**config.mk**
```make
export PLATFORM = sky130hd
export DESIGN_NAME = branch_target_predictor
export DESIGN_NICKNAME = d
export VERILOG_FILES = /design/src/rtl/branch_target_predictor.sv
export SDC_FILE = /design/constraint.sdc
export NUM_CORES = 2
export LEC_CHECK = 0
export ABC_CLOCK_PERIOD_IN_PS = 10800
export CORE_AREA = 2 2 371 299
export CTS_BUF_LIST = sky130_fd_sc_hd__clkbuf_4 sky130_fd_sc_hd__clkbuf_8
export DETAILED_ROUTE_END_ITERATION = 10
export DIE_AREA = 0 0 373 301
export PLACE_DENSITY = 0.68
export SYNTH_ARGS = -nofsm -noshare
export SYNTH_HDL_FRONTEND = slang
export SYNTH_SLANG_ARGS = --single-unit
```
**constraint.sdc**
```tcl
create_clock -name CLK -period 10.8 [get_ports CLK]
set_clock_uncertainty 0.2 [all_clocks]
set_input_delay 1.08 -clock CLK [delete_from_list [all_inputs] [get_ports CLK]]
set_output_delay 1.08 -clock CLK [all_outputs]
set_load 0.02 [all_outputs]
```
**src/rtl/branch_target_predictor.sv**
```systemverilog
// EX-stage branch adder plus a direct-mapped BTB with 2-bit counters, mispredict flag and counter.
// Optional same-cycle write-to-read bypass enabled by defining BTB_BYPASS_EN.
module branch_target_predictor #(
  parameter int unsigned WIDTH     = 32,
  parameter int unsigned DEPTH     = 16,
  parameter int unsigned IMM_SHIFT = 2,
  parameter logic [1:0]  CTR_INIT  = 2'b01
) (
  input  logic             CLK,
  input  logic             Reset,
  input  logic [WIDTH-1:0] IF_PC,
  output logic             IF_Hit,
  output logic             IF_PredTaken,
  output logic [WIDTH-1:0] IF_PredTarget,
  input  logic             EX_Valid,
  input  logic             EX_IsBranch,
  input  logic             EX_Taken,
  input  logic [WIDTH-1:0] EX_PC,
  input  logic [WIDTH-1:0] EX_PCadd4,
  input  logic [WIDTH-1:0] EX_Immediate32,
  input  logic             EX_PredTaken,
  input  logic [WIDTH-1:0] EX_PredTarget,
  output logic [WIDTH-1:0] EX_BranchPC,
  output logic             EX_Mispredict,
  output logic [WIDTH-1:0] EX_RedirectPC,
  output logic [WIDTH-1:0] MispredictCount
);

  localparam int unsigned IDX  = $clog2(DEPTH);
  localparam int unsigned TAGW = WIDTH - IDX - 2;

  typedef struct packed {
    logic             valid;
    logic [TAGW-1:0]  tag;
    logic [WIDTH-1:0] target;
    logic [1:0]       ctr;
  } btb_entry_t;

  localparam btb_entry_t RESET_ENTRY = '{valid: 1'b0, tag: '0, target: '0, ctr: CTR_INIT};

  btb_entry_t [DEPTH-1:0] btb_q, btb_d;
  logic [WIDTH-1:0]       count_q, count_d;

  logic [IDX-1:0]  ex_idx, rd_idx;
  logic [TAGW-1:0] ex_tag, rd_tag;
  logic            is_branch;
  logic            ex_hit;
  logic            wr_en;
  btb_entry_t      wr_entry;
  btb_entry_t      rd_entry;
  logic            unused_pc_lsbs;

  assign unused_pc_lsbs = ^{IF_PC[1:0], EX_PC[1:0]};

  assign ex_idx = EX_PC[IDX+1:2];
  assign ex_tag = EX_PC[WIDTH-1:IDX+2];
  assign rd_idx = IF_PC[IDX+1:2];
  assign rd_tag = IF_PC[WIDTH-1:IDX+2];

  // Branch target adder, modulo 2^WIDTH.
  assign EX_BranchPC = EX_PCadd4 + WIDTH'(EX_Immediate32 << IMM_SHIFT);

  assign is_branch = EX_Valid && EX_IsBranch;

  always_comb begin
    EX_Mispredict = 1'b0;
    EX_RedirectPC = '0;
    if (is_branch) begin
      EX_Mispredict = (EX_Taken != EX_PredTaken) ||
                      (EX_Taken && (EX_PredTarget != EX_BranchPC));
      EX_RedirectPC = EX_Taken ? EX_BranchPC : EX_PCadd4;
    end
  end

  // Training: build the post-update entry for the EX index.
  always_comb begin
    ex_hit   = btb_q[ex_idx].valid && (btb_q[ex_idx].tag == ex_tag);
    wr_en    = 1'b0;
    wr_entry = btb_q[ex_idx];
    if (is_branch && Reset) begin
      if (ex_hit) begin
        wr_en = 1'b1;
        if (EX_Taken) begin
          wr_entry.target = EX_BranchPC;
          if (wr_entry.ctr != 2'b11) wr_entry.ctr = wr_entry.ctr + 2'b01;
        end else if (wr_entry.ctr != 2'b00) begin
          wr_entry.ctr = wr_entry.ctr - 2'b01;
        end
      end else if (EX_Taken) begin
        wr_en           = 1'b1;
        wr_entry.valid  = 1'b1;
        wr_entry.tag    = ex_tag;
        wr_entry.target = EX_BranchPC;
        wr_entry.ctr    = 2'b10;
      end
    end
  end

  always_comb begin
    btb_d = btb_q;
    if (wr_en) btb_d[ex_idx] = wr_entry;
    count_d = count_q + WIDTH'(EX_Mispredict);
  end

  always_ff @(posedge CLK) begin
    if (!Reset) begin
      btb_q   <= {DEPTH{RESET_ENTRY}};
      count_q <= '0;
    end else begin
      btb_q   <= btb_d;
      count_q <= count_d;
    end
  end

  assign MispredictCount = count_q;

  // Lookup: zero-latency read of registered state, optionally bypassing the in-flight write.
  always_comb begin
    rd_entry = btb_q[rd_idx];
`ifdef BTB_BYPASS_EN
    if (wr_en && (ex_idx == rd_idx) && (wr_entry.tag == rd_tag)) rd_entry = wr_entry;
`endif
    IF_Hit        = rd_entry.valid && (rd_entry.tag == rd_tag);
    IF_PredTaken  = IF_Hit && rd_entry.ctr[1];
    IF_PredTarget = IF_PredTaken ? rd_entry.target : IF_PC + WIDTH'(4);
  end

endmodule

```
==> metrics.csv <==
stage,metric,value,unit
status,status,"finished, final reports clean",
cts,cts_sinks,1008,
power_and_ir_drop,intPower,6.03,mW
grt,grt_pass1_wl,263,mm
final_layout,regArea,20200,um^2
power_and_ir_drop,leakage,20.7,nW
placement,hpwl,105,mm
setup_path,required,9520,ps
drt,wire_per_inst,25.6,um
placement,gp_congestion,0.924,
grt,grt_max_degree,212,
setup_path,critical_path_cell_count,14,
die,die-width,373,um
synth,synth_edf_count,0,
grt,track_usage,0.304,
setup_path,path_delay_family,compound AO/OA/AOI/OAI gates,
sta,relSlewSlack,0.123,
drt,avgViaCountPerCell,6.52,
die,chipHeight,301,um
grt,grt_pass1_vias,42400,
synth,ys_ff_latch,1008,
setup_path,cp_common_cell,clkdlybuf4s50_1,
sta,setup_viol,0,
synth,synth.net_count,5419,
final_layout,final_area,60900,um^2
drt,routed-via-count,44200,
drt,routed_wl,174,mm
sta,hold_slack,275,ps
power_and_ir_drop,vdd_ir_drop_max,0.121,mV
cts,clkLatencyLatePin,900,ps
sta,setup-tns-final,0,ps
sta,maxSlewViolCount,0,
grt,antenna_found_initial,5,
min_path,whs_path_depth,2,
drt,drc_errors,0,
die,initial_core_util,0.498,
synth,synthDistinctLibCells,79,
die,ioPinCount,297,
cts,cts_buffers,159,
synth,avgSynthCellArea,10.3,um^2
power_and_ir_drop,comb_power_share,0.119,
synth,syn_inst,5220,
setup_path,critPathBufInv,2,
setup_path,crit_slowest_cell,clkdlybuf4s50_1,
final_layout,areaGrowthSynthToFinish,12.9,%
die,core_area,108000,um^2
cts,cts_tree,built,
setup_path,worstPathMaxFanout,6,
sta,fin_crit,7870,ps
power_and_ir_drop,pwr-share-clk,0.427,
setup_path,critPathMaxStageDelay,730,ps
final_layout,nNetsFinal,5435,
power_and_ir_drop,seqPwrFrac,0.453,
final_layout,drive_gt1_frac,0.198,
synth,ys.flop_type,dfxtp_1,
synth,async_flop_share,0,
power_and_ir_drop,swShare,0.271,
final_layout,multiInputGateArea,31300,um^2
min_path,hp-class,flip-flop to flip-flop,
synth,synth_warnings,0,
synth,netlist_area,53900,um^2
power_and_ir_drop,power.density,136,nW/um^2
job,cap_violations,0,
die,row_count,108,
setup_path,arrival,6590,ps
setup_path,criticalPathCategory,input pin to output port,
synth,yosysSeqAreaShare,0.375,
setup_path,path_cells,clkdlybuf4s50_1 -> ha_1 -> fa_1 -> a21o_1 -> a311oi_1 -> o211ai_1 -> a31o_2 -> o21ai_0 -> a211oi_1 -> xnor2_1 -> nand4_1 -> nor4_1 -> nor2_1 -> clkdlybuf4s50_1,
cts,postCtsHoldBufs,0,
sta,fmax,0.127,GHz
cts,post_cts_resized,0,
placement,placed_area,57400,um^2
drt,firstDrtPassIters,6,
die,dieArea,112000,um^2
drt,antenna_left,0,
final_layout,fillers,9312,
sta,rsz0062_at_grt,false,
sta,worstMarginPinSlew,1320,ps
cts,htree_levels,4,
cts,cts_root_buffer,clkbuf_8,
drt,drt_iter0_markers,5505,
power_and_ir_drop,p_sw,2.24,mW
grt,grt_overflow,0,
setup_path,crit_path_end_kind,output port,
cts,clk_path_buf_depth,3,
sta,post-route-period-util,0.728,
setup_path,worstSetupStartpointType,input pin,
cts,clk_pin_slew,50,ps
sta,finalHoldViolCount,0,
setup_path,ff2ff_path_depth,11,
cts,postCtsSetupBuffers,0,
placement,port_buffers,292,
==> final timing paths <==
| path | start | end | slack (ps) |
|---|---|---|---|
| hold / removal | btb_q[366] | btb_q[366] | 270 |
| setup / recovery | EX_PCadd4[2] | EX_Mispredict | 2930 |
| hold reg to reg | btb_q[366] | btb_q[366] | 270 |
| setup reg to reg | btb_q[713] | btb_q[444] | 5080 |
==> flip-flops by register name, indices dropped and copies added, names as in the netlist <==
register	flops
btb_q	976
MispredictCount	32
==> cell families after synthesis <==
| group | after synthesis | synth area share |
|---|---|---|
| AO/OA/AOI/OAI | 1524 | 0.179 |
| AND/OR/NAND/NOR | 1088 | 0.0881 |
| flip-flops | 1008 | 0.375 |
| multiplexers | 806 | 0.276 |
| buffers and inverters | 607 | 0.0477 |
| XOR/XNOR | 154 | 0.0269 |
| adder cells (fa/ha/maj) | 33 | 0.00780 |
==> metal layers <==
metal,track usage,part of all wire,vias up
met4,0.124,0.039,6
met3,0.0629,0.10,403
met5,0,0.00026,-
li1,-,-,19800
met1,0.430,0.42,21600
met2,0.457,0.44,2357
==> cells in the final DEF, fill, tap and decap left out, types with 21 or more instances in the layout <==
| master | netlist | layout |
|---|---|---|
| a211oi_1 | 612 | 611 |
| a21oi_1 | 408 | 400 |
| and3_1 | 21 | 21 |
| buf_4 | 27 | 126 |
| clkbuf_4 | 0 | 51 |
| clkbuf_8 | 0 | 199 |
| clkdlybuf4s50_1 | 0 | 282 |
| dfxtp_1 | 1008 | 1008 |
| ha_1 | 32 | 32 |
| inv_1 | 35 | 35 |
| mux2_2 | 48 | 48 |
| mux2i_1 | 218 | 218 |
| mux4_2 | 540 | 540 |
| nand2_1 | 116 | 114 |
| nand2b_1 | 30 | 30 |
| nand3_1 | 61 | 61 |
| nand4_1 | 26 | 26 |
| nor2_1 | 733 | 733 |
| nor2b_1 | 24 | 24 |
| o21ai_0 | 367 | 367 |
| xnor2_1 | 85 | 85 |
| xor2_1 | 62 | 62 |
==> through the flow <==
stage / total power, mW / instances / setup WS, ps / util
floorplan: 4.43 / 5220 / 4320 / -
global placement: 4.79 / 6505 / 3130 / 0.531
detailed placement: 4.80 / 6505 / 3010 / 0.531
CTS: 8.28 / 6786 / 3100 / 0.562
global route: 8.51 / 6787 / 2910 / 0.562
finish: 8.26 / 6787 / 2930 / 0.562
==> layout make-up <==
type,instances,share of cell area
clock inverters,32,0.00520
clock buffers,249,0.0511
well taps,1430,0.0294
repair buffers,423,0.0659
multi-input cells,3605,0.514
inverters,39,0.00257
diodes,1,0.0000411
flip-flops and latches,1008,0.332
==> power by group through the flow <==
stage / combinational, mW / clock [mW] / sequential (mW)
floorplan: 0.604 / 0 / 3.82
global placement: 0.966 / 0 / 3.82
detailed placement: 0.972 / 0 / 3.83
CTS: 0.975 / 3.57 / 3.74
global route: 1.04 / 3.73 / 3.74
finish: 0.987 / 3.53 / 3.74
==> worst register-to-register path, stage by stage, from the launching register on <==
cell,delay [ps]
dfxtp_1,330
mux4_2,490
mux4_2,560
xnor2_1,160
o2111ai_1,440
a2111oi_4,700
nand4_1,530
a21oi_4,600
buf_4,620
buf_4,630
nor2_1,130
a211oi_1,240
==> synth_stat cells (7+ instances only) <==
| cell type | instances | share of area |
|---|---|---|
| inv_1 | 35 | 0.0024 |
| xor2_1 | 62 | 0.010 |
| a22oi_1 | 16 | 0.0022 |
| nand2_1 | 116 | 0.0081 |
| o211ai_1 | 16 | 0.0022 |
| nand4_1 | 26 | 0.0030 |
| a21o_1 | 13 | 0.0018 |
| buf_2 | 116 | 0.011 |
| nor4_1 | 9 | 0.0010 |
| ha_1 | 32 | 0.0074 |
| o21ai_0 | 367 | 0.034 |
| and4_1 | 7 | 0.0011 |
| and3_1 | 21 | 0.0024 |
| dfxtp_1 | 1008 | 0.37 |
| buf_4 | 27 | 0.0038 |
| a21oi_1 | 408 | 0.038 |
| mux2_2 | 48 | 0.010 |
| or2_2 | 9 | 0.0010 |
| clkbuf_1 | 348 | 0.024 |
| a211oi_1 | 612 | 0.085 |
| mux4_2 | 540 | 0.23 |
| a31oi_1 | 13 | 0.0015 |
| nand3_1 | 61 | 0.0057 |
| mux2i_1 | 218 | 0.041 |
| nor2_1 | 733 | 0.051 |
| nand2b_1 | 30 | 0.0035 |
| and2_1 | 7 | 0.00081 |
| xnor2_1 | 85 | 0.014 |
| nor3_1 | 12 | 0.0011 |
| nor2b_1 | 24 | 0.0028 |
| buf_1 | 71 | 0.0049 |
Power figures use the tool's default switching activity.
